File: config.mk
export PLATFORM = sky130hd
export DESIGN_NAME = id_hazard_ctrl
export DESIGN_NICKNAME = d
export VERILOG_FILES = /design/src/rtl/id_hazard_ctrl.sv
export SDC_FILE = /design/constraint.sdc
export NUM_CORES = 1
export LEC_CHECK = 0
export ABC_CLOCK_PERIOD_IN_PS = 1900
export CAP_MARGIN = 25
export CORE_AREA = 2 2 39 41
export CTS_CLUSTER_DIAMETER = 80
export DETAILED_ROUTE_END_ITERATION = 7
export DIE_AREA = 0 0 41 43
export PLACE_DENSITY = 0.68
export SLEW_MARGIN = 20
export SYNTH_ARGS = -nofsm -noshare
export SYNTH_HDL_FRONTEND = slang
export SYNTH_SLANG_ARGS = --single-unit
File: constraint.sdc
create_clock -name clk -period 1.9 [get_ports clk]
set_input_delay 0.38 -clock clk [delete_from_list [all_inputs] [get_ports clk]]
set_output_delay 0.38 -clock clk [all_outputs]
set_load 0.05 [all_outputs]
File: src/rtl/id_hazard_ctrl.sv
// Decode-stage hazard detection and IF/ID, ID/EX pipeline control (Mealy FSM: RUN/STALL2/HALT).
// Optional stall-cycle counter on StallCount when HAZARD_STALL_COUNT_EN is defined.
module id_hazard_ctrl #(
   parameter int REG_BITS = 4
) (
   input  logic                clk,
   input  logic                rst,
   input  logic [REG_BITS-1:0] IDRs,
   input  logic [REG_BITS-1:0] IDRt,
   input  logic                IDUsesRs,
   input  logic                IDUsesRt,
   input  logic                IDIsBranch,
   input  logic                IDHlt,
   input  logic                BranchTaken,
   input  logic [REG_BITS-1:0] EXRd,
   input  logic                EXRegWrite,
   input  logic                EXMemRead,
   input  logic [REG_BITS-1:0] MEMRd,
   input  logic                MEMMemRead,
   output logic                PCWriteEnable,
   output logic                IFIDWriteEnable,
   output logic                IFIDStall,
   output logic                IFIDNoop,
`ifdef HAZARD_STALL_COUNT_EN
   output logic                IDEXNoop,
   output logic [15:0]         StallCount
`else
   output logic                IDEXNoop
`endif
);

   typedef enum logic [1:0] {
      RUN    = 2'd0,
      STALL2 = 2'd1,
      HALT   = 2'd2
   } state_t;

   state_t state;
   state_t state_next;

   logic rs_ex_hit;
   logic rt_ex_hit;
   logic rs_mem_hit;
   logic load_use;
   logic br_on_alu;
   logic br_on_mem_load;
   logic br_on_ex_load;
   logic one_stall;
   logic two_stall;
   logic stall_now;

   // R0 is hardwired zero, so it never carries a dependency.
   assign rs_ex_hit  = IDUsesRs && (EXRd  != '0) && (IDRs == EXRd);
   assign rt_ex_hit  = IDUsesRt && (EXRd  != '0) && (IDRt == EXRd);
   assign rs_mem_hit = IDUsesRs && (MEMRd != '0) && (IDRs == MEMRd);

   assign load_use       = EXMemRead && (rs_ex_hit || rt_ex_hit);
   assign br_on_alu      = IDIsBranch && EXRegWrite && !EXMemRead && rs_ex_hit;
   assign br_on_mem_load = IDIsBranch && MEMMemRead && rs_mem_hit;
   assign br_on_ex_load  = IDIsBranch && EXMemRead && rs_ex_hit;

   // A branch waiting on a load still in EX needs the load to reach WB-forwardable MEM first.
   assign two_stall = br_on_ex_load;
   assign one_stall = !two_stall && (load_use || br_on_alu || br_on_mem_load);

   assign stall_now = (state == STALL2) || ((state == RUN) && (one_stall || two_stall));

   always_comb begin
      PCWriteEnable   = 1'b0;
      IFIDWriteEnable = 1'b0;
      IFIDStall       = 1'b0;
      IFIDNoop        = 1'b0;
      IDEXNoop        = 1'b0;
      state_next      = state;
      if (!rst) begin
         case (state)
            RUN: begin
               if (two_stall) begin
                  IDEXNoop   = 1'b1;
                  IFIDStall  = 1'b1;
                  state_next = STALL2;
               end else if (one_stall) begin
                  IDEXNoop = 1'b1;
               end else if (BranchTaken) begin
                  PCWriteEnable   = 1'b1;
                  IFIDWriteEnable = 1'b1;
                  IFIDNoop        = 1'b1;
               end else if (IDHlt) begin
                  IFIDWriteEnable = 1'b1;
                  IFIDNoop        = 1'b1;
                  state_next      = HALT;
               end else begin
                  PCWriteEnable   = 1'b1;
                  IFIDWriteEnable = 1'b1;
               end
            end
            STALL2: begin
               IDEXNoop   = 1'b1;
               state_next = RUN;
            end
            HALT: begin
               IFIDWriteEnable = 1'b1;
               IFIDNoop        = 1'b1;
               state_next      = HALT;
            end
            default: begin
               state_next = RUN;
            end
         endcase
      end
   end

   always_ff @(posedge clk or posedge rst) begin
      if (rst) begin
         state <= RUN;
      end else begin
         state <= state_next;
      end
   end

`ifdef HAZARD_STALL_COUNT_EN
   // Saturating count of stall bubbles; flush and halt no-ops are excluded.
   always_ff @(posedge clk or posedge rst) begin
      if (rst) begin
         StallCount <= 16'd0;
      end else if (stall_now && (StallCount != 16'hFFFF)) begin
         StallCount <= StallCount + 16'd1;
      end
   end
`else
   logic unused_stall_now;
   assign unused_stall_now = stall_now;
`endif

endmodule

==> results of run 1 <==
## what timing repair did
item,CTS,global route
gates cloned,0,0
setup buffers,3,2
resized for setup,70,6
endpoints found under the hold margin,0,0
setup endpoints to repair,7,5
pin swaps,22,12
hold buffers,0,0
## cell usage in the layout (no fill, tap or decap), types with 2 or more instances in the layout
cell type and n:
buf_2 6, xnor2_2 3, clkbuf_4 3, xor2_2 4
nor4_4 3, nor3_2 2, dlygate4sd2_1 8, nand4_1 2
nor2_1 2, xor2_1 2, buf_6 8, nor3_1 2
dfrtp_1 2, clkdlybuf4s15_1 3, inv_1 2, buf_12 2
buf_4 17, clkdlybuf4s50_1 4, nand2_1 4, o21ai_0 2
## power groups by stage
stage                     clock (W)  sequential (W)  combinational [W]
after CTS                  0.000102       0.0000432           0.000180
after floorplan                   0       0.0000436          0.0000649
after global routing       0.000105       0.0000431           0.000192
final                      0.000101       0.0000431           0.000179
after detailed placement          0       0.0000437           0.000164
after global placement            0       0.0000437           0.000162
## critical path, cell delays in order
cell and delay [ns]:
buf_8 0.10, xor2_2 0.16, or4b_4 0.52, o2bb2ai_4 0.25, o31a_4 0.17, buf_12 0.13
## final timing paths
| path | start | to | slack [ns] |
|---|---|---|---|
| worst max-delay path | IDRs[3] | IDEXNoop | -0.20 |
| worst max register to register | state[1] | state[0] | 0.42 |
| min in group clk | state[1] | state[1] | 0.56 |
| max in group asynchronous | rst | state[0] | 1.45 |
| worst min register to register | state[1] | state[1] | 0.56 |
| worst min-delay path | rst | state[1] | 0.32 |
## cell type report
cell class	count	area share, %
timing repair buffer	51	43.8
multi-input combinational	43	46.7
tap	16	1.90
inverter	2	0.713
sequential	2	4.76
clock buffer	3	2.14
## metrics by stage
step                utilization (%)  setup WS, ns  TNS, ns
floorplan                         -        -0.201   -0.475
global placement               66.6        -0.680    -3.67
detailed placement             66.6        -0.716    -3.84
CTS                            74.6        -0.276   -0.930
global route                   76.0        -0.237   -0.838
finish                         76.0        -0.202   -0.675
## logic make-up (layout without fill, tap and decap cells)
| family | Yosys count | count (layout) | share of synthesized area (%) |
|---|---|---|---|
| flops | 2 | 2 | 13.7 |
| xor+xnor | 10 | 10 | 23.9 |
| buf+inv | 2 | 56 | 2.05 |
| compound gates | 11 | 11 | 28.0 |
| simple gates | 22 | 22 | 32.4 |
## metal layers
metal  track usage (%)  vias to the layer above  part of all wire [%]
met3              2.09                        2                   7.9
met5                 0                        -                     0
met2              31.6                       27                    53
li1                  -                      287                     -
met4              11.3                        0                   1.4
met1              18.7                      254                    38
==> impl_metrics.json, run 1 <==
{
  "synth-edff-count": 0,
  "numPlacedInstances": 109,
  "drv_cap": 0,
  "gr-usage-all-layers_pct": 18.1,
  "cts_sinks": 2,
  "finalNetCount": 129,
  "post-synth-top-area-cell": "xor2_1",
  "nFillCells": 112,
  "area_growth_pct": 187,
  "placedInstanceArea_um2": 922,
  "boundaryPins": 31,
  "yosys_most_used_dff": "dfrtp_1",
  "finalSetupViolations": 4,
  "number_of_search_and_repair_iterations_in_the_first_detailed_routing_pass": 3,
  "remaining_drc_errors": 0,
  "dp_hpwl_um": 1100,
  "post-route-min-period_ns": 2.10,
  "number_of_drc_markers_after_the_initial_detailed_route_iteration": 2,
  "failed_checks": "negative setup slack",
  "slew_headroom_pct": 78.6,
  "coreArea_um2": 1380,
  "register_area_um2": 50.0,
  "post_synthesis_net_count": 73,
  "grt_setup_unrepaired": "yes",
  "ys_seq_elements": 2,
  "antenna_violating_nets_post_route": 0,
  "vias_per_cell": 4.87,
  "critical_path_required_ns": 1.52,
  "dieArea_um2": 1760,
  "ys_types": 23,
  "pwr-share-clk_pct": 31.2,
  "critPathMaxFanout": 5,
  "finalWirelength_um": 1310,
  "clockBufferDepth": 2,
  "p_switching_w": 0.000113,
  "criticalPathCategory": "in -> out",
  "cts-root-buf": "clkbuf_4",
  "pwr-share-comb_pct": 55.5,
  "int_pwr_w": 0.000210,
  "cts_buffers": 3,
  "kind_of_start_point_of_the_critical_path": "input port",
  "grt_overflow_total": 0,
  "leading_cell_types_by_count_after_synthesis": "xor2_1, nand2_1, nor3_1, xnor2_1",
  "registers.top_by_ff_count": "state",
  "port_buffers": 30,
  "critPathCaptureType": "primary output",
  "yosysTopAreaCellShare_pct": 14.3,
  "cts.reportedPaths.clkPinSlew_ns": 0.04,
  "final_critical_path_setup_slack_ns": -0.202,
  "sw_ratio_pct": 35.0,
  "min_period_over_period_pct": 111,
  "netlist_instances": 47,
  "power.share.sequential_pct": 13.3,
  "syn_area_um2": 367,
  "reg.largest.list": "state (2)",
  "first_global_vias": 591,
  "route.vias.total": 570,
  "worstRegToRegCells": 7,
  "placementRows": 14,
  "post_route_cells_drive_above_1_share_pct": 60.4,
  "critPathArrivalTime_ns": 1.72,
  "final_area_um2": 1050,
  "die_width_um": 41,
  "status": "finished, violations left",
  "number_of_antenna_violations_at_the_first_check_in_global_routing": 0,
  "holdCritPathClass": "in -> async",
  "power-per-cell-area_nw_per_um2": 307,
  "fin_skew_ns": 0.00941,
  "starting_density_pct": 26.5,
  "largest_net_degree_at_the_start_of_global_routing": 7,
  "maxSlewViolCount": 0,
  "largest_register_ffs": 2,
  "route.detailed.wl_per_inst_um": 11.2,
  "power_w": 0.000323,
  "wire_length_of_the_first_global_routing_pass_um": 2220,
  "tritoncts_clock_tree": "done",
  "synth-async-reset-ratio_pct": 100,
  "synthMostInstantiatedCell": "xor2_1",
  "postSynthAreaPerCell_um2": 7.80,
  "finalWeightedCongestion": 0.755,
  "slew_of_the_pin_with_the_lowest_slew_margin_ns": 0.318,
  "sequential_area_share_after_synthesis_pct": 13.7,
  "yosys_warnings": 0,
  "stdcell_count": 117,
  "synth_top_cells_by_area": "xor2_1, dfrtp_1, xnor2_1",
  "max_freq_mhz": 476,
  "finalHoldViolations": 0,
  "total_area_of_multi_input_combinational_cells_um2": 492,
  "cellLeakagePower_nw": 0.454,
  "irDropWorstVdd_uv": 204,
  "worst_skew_pair.late_latency_ns": 0.23,
  "antenna_cells": 0,
  "cts_htree_levels": 1,
  "hold-worst-slack_ns": 0.321,
  "chipHeight_um": 43
}
(Power assumes the default switching activity.)
==> run 2: changes to the inputs <==
- CTS_CLUSTER_SIZE: not set -> 30
- GPL_TIMING_DRIVEN: not set -> 0
==> run 2 against run 1 <==
Net effect: sequential power about the same; global-route usage decreased by 0.47 points; the run still ends with negative setup slack left; clock skew decreased by 0.0016 ns; power decreased by 5.8%; non-clock buffer count decreased by 11; maximum frequency decreased by 1.9%; highest routed layer is now met3; sequential cell count unchanged; sequential share of layout area increased by 0.51 points; clock-buffer cell count unchanged; worst setup slack got worse by 0.040 ns; final cell count decreased by 9.4%.
==> impl_metrics.json, run 2 (synthesis results as in run 1) <==
{
  "status": "finished, violations left",
  "failed_checks": "negative setup slack",
  "final_cell_mix": "buf_6, dlygate4sd2_1, buf_4",
  "layout_commonest_cell": "buf_6",
  "maxSlewViolCount": 0,
  "reg.largest.list": "state (2)",
  "slew_of_the_pin_with_the_lowest_slew_margin_ns": 0.381,
  "wl_met1_um": 510,
  "kind_of_start_point_of_the_critical_path": "input port",
  "cts_htree_levels": 1,
  "critPathArrivalTime_ns": 1.76,
  "critPathMaxFanout": 4,
  "critPathCaptureType": "primary output",
  "grt_overflow_total": 0,
  "worst_skew_pair.late_latency_ns": 0.23,
  "fin_skew_ns": 0.00782,
  "largest_register_ffs": 2,
  "largest_net_degree_at_the_start_of_global_routing": 8,
  "dp_hpwl_um": 1030,
  "int_pwr_w": 0.000197,
  "finalSetupViolations": 5,
  "power.share.sequential_pct": 14.2,
  "finalHoldViolations": 0,
  "area_growth_pct": 166,
  "drv_cap": 0,
  "critical_path_required_ns": 1.52,
  "detailroute.wirelength.met2_um": 774,
  "tritoncts_clock_tree": "done",
  "post_route_cells_drive_above_1_share_pct": 58.9,
  "final_critical_path_setup_slack_ns": -0.241,
  "starting_density_pct": 26.5,
  "gr-usage-all-layers_pct": 17.6,
  "route.detailed.wl_per_inst_um": 13.1,
  "cts.reportedPaths.clkPinSlew_ns": 0.03,
  "wire_length_of_the_first_global_routing_pass_um": 2140,
  "pwr-share-clk_pct": 31.3,
  "cts-root-buf": "clkbuf_4",
  "dieArea_um2": 1760,
  "p_switching_w": 0.000107,
  "antenna_violating_nets_post_route": 0,
  "met3WireLength_um": 108,
  "first_global_vias": 541,
  "placementRows": 14,
  "number_of_search_and_repair_iterations_in_the_first_detailed_routing_pass": 2,
  "coreArea_um2": 1380,
  "post-route-min-period_ns": 2.14,
  "route.vias.total": 530,
  "cts.hold.buffers_added": 0,
  "irDropWorstVdd_uv": 201,
  "antenna_cells": 0,
  "grt_setup_unrepaired": "yes",
  "die_width_um": 41,
  "finalWirelength_um": 1390,
  "port_buffers": 30,
  "cts_buffers": 3,
  "cellLeakagePower_nw": 0.397,
  "registers.top_by_ff_count": "state",
  "topRoutingLayerUsed": "met3",
  "number_of_drc_markers_after_the_initial_detailed_route_iteration": 5,
  "holdCritPathClass": "in -> async",
  "tns_ns": -0.889,
  "placedInstanceArea_um2": 790,
  "pwr-share-comb_pct": 54.5,
  "power-per-cell-area_nw_per_um2": 313,
  "remaining_drc_errors": 0,
  "clockBufferDepth": 2,
  "min_period_over_period_pct": 113,
  "criticalPathCategory": "in -> out",
  "vias_per_cell": 5.00,
  "finalWeightedCongestion": 0.651,
  "boundaryPins": 31,
  "rrSetupSlack_ns": 0.61,
  "nFillCells": 124,
  "finalNetCount": 118,
  "cts_sinks": 2,
  "slew_headroom_pct": 74.3,
  "final_area_um2": 973,
  "chipHeight_um": 43,
  "sw_ratio_pct": 35.3,
  "max_freq_mhz": 467,
  "number_of_antenna_violations_at_the_first_check_in_global_routing": 0
}
==> run 2: cell types whose count changed in the layout (fill, tap and decap cells not counted), moves of 3 or more <==
cell,before,now
xnor2_2,3,0
xnor2_1,1,4
buf_4,17,6
buf_6,8,13
==> run 2: per-layer routing <==
layer  vias to the layer above  global-route usage, %
li1                        259                      -
met1                       246                   21.4
met2                        25                   29.4
met3                         0                   1.57
met4                         0                   8.00
met5                         -                      0
==> run 2: metrics by stage <==
step,util (%),worst slack [ns],cells,power (W),hold WS (ns)
2_1_floorplan,-,-0.201,47,0.000109,0.130
3_3_place_gp,57.1,-1.43,93,0.000187,0.588
3_5_place_dp,57.1,-1.46,93,0.000188,0.598
4_1_cts,66.6,-0.247,105,0.000299,0.287
5_1_grt,70.3,-0.287,106,0.000320,0.143
6_report,70.3,-0.241,106,0.000304,0.118
==> run 2: repair_timing <==
action                                  CTS  global route
setup buffers                             9             1
cloned                                    0             0
pin swaps                                14            11
endpoints found under the setup margin    6             5
gates resized for setup                 109            19
==> run 2: cell type report <==
| type | count | area (um^2) | share of cell area (%) |
|---|---|---|---|
| inverter | 2 | 7.51 | 0.771 |
| sequential | 2 | 51.3 | 5.27 |
| multi-input combinational | 43 | 494 | 50.8 |
| tap | 16 | 20.0 | 2.06 |
| timing repair buffer | 40 | 378 | 38.8 |
| clock buffer | 3 | 22.5 | 2.31 |
==> run 2: worst max-delay path, stage by stage <==
cell	delay, ns
buf_8	0.10
xor2_2	0.17
or4b_4	0.53
o2bb2ai_4	0.21
buf_6	0.13
o41ai_4	0.07
buf_6	0.16
==> run 2: power groups by stage <==
| stage | sequential, W | combinational (W) | clock, W |
|---|---|---|---|
| after global routing | 0.0000433 | 0.000177 | 0.000100 |
| after floorplan | 0.0000436 | 0.0000649 | 0 |
| final | 0.0000432 | 0.000166 | 0.0000951 |
| after global placement | 0.0000437 | 0.000143 | 0 |
| after detailed placement | 0.0000437 | 0.000144 | 0 |
| after CTS | 0.0000432 | 0.000158 | 0.0000976 |
==> run 2: path summary, 6_finish.rpt <==
kind,start,endpoint,depth (start not counted)
worst min register to register,state[0],state[0],1
worst max register to register,state[0],state[0],4
worst min-delay path,rst,state[1],2
min in group clk,rst,state[0],2
max in group asynchronous,rst,state[0],2
worst max-delay path,IDRs[3],IFIDWriteEnable,7
==> run 3: changes to the inputs <==
- CAP_MARGIN: 25 -> 20
==> results of run 3 <==
The final DEF is identical to that of run 2; final timing and power are the same.
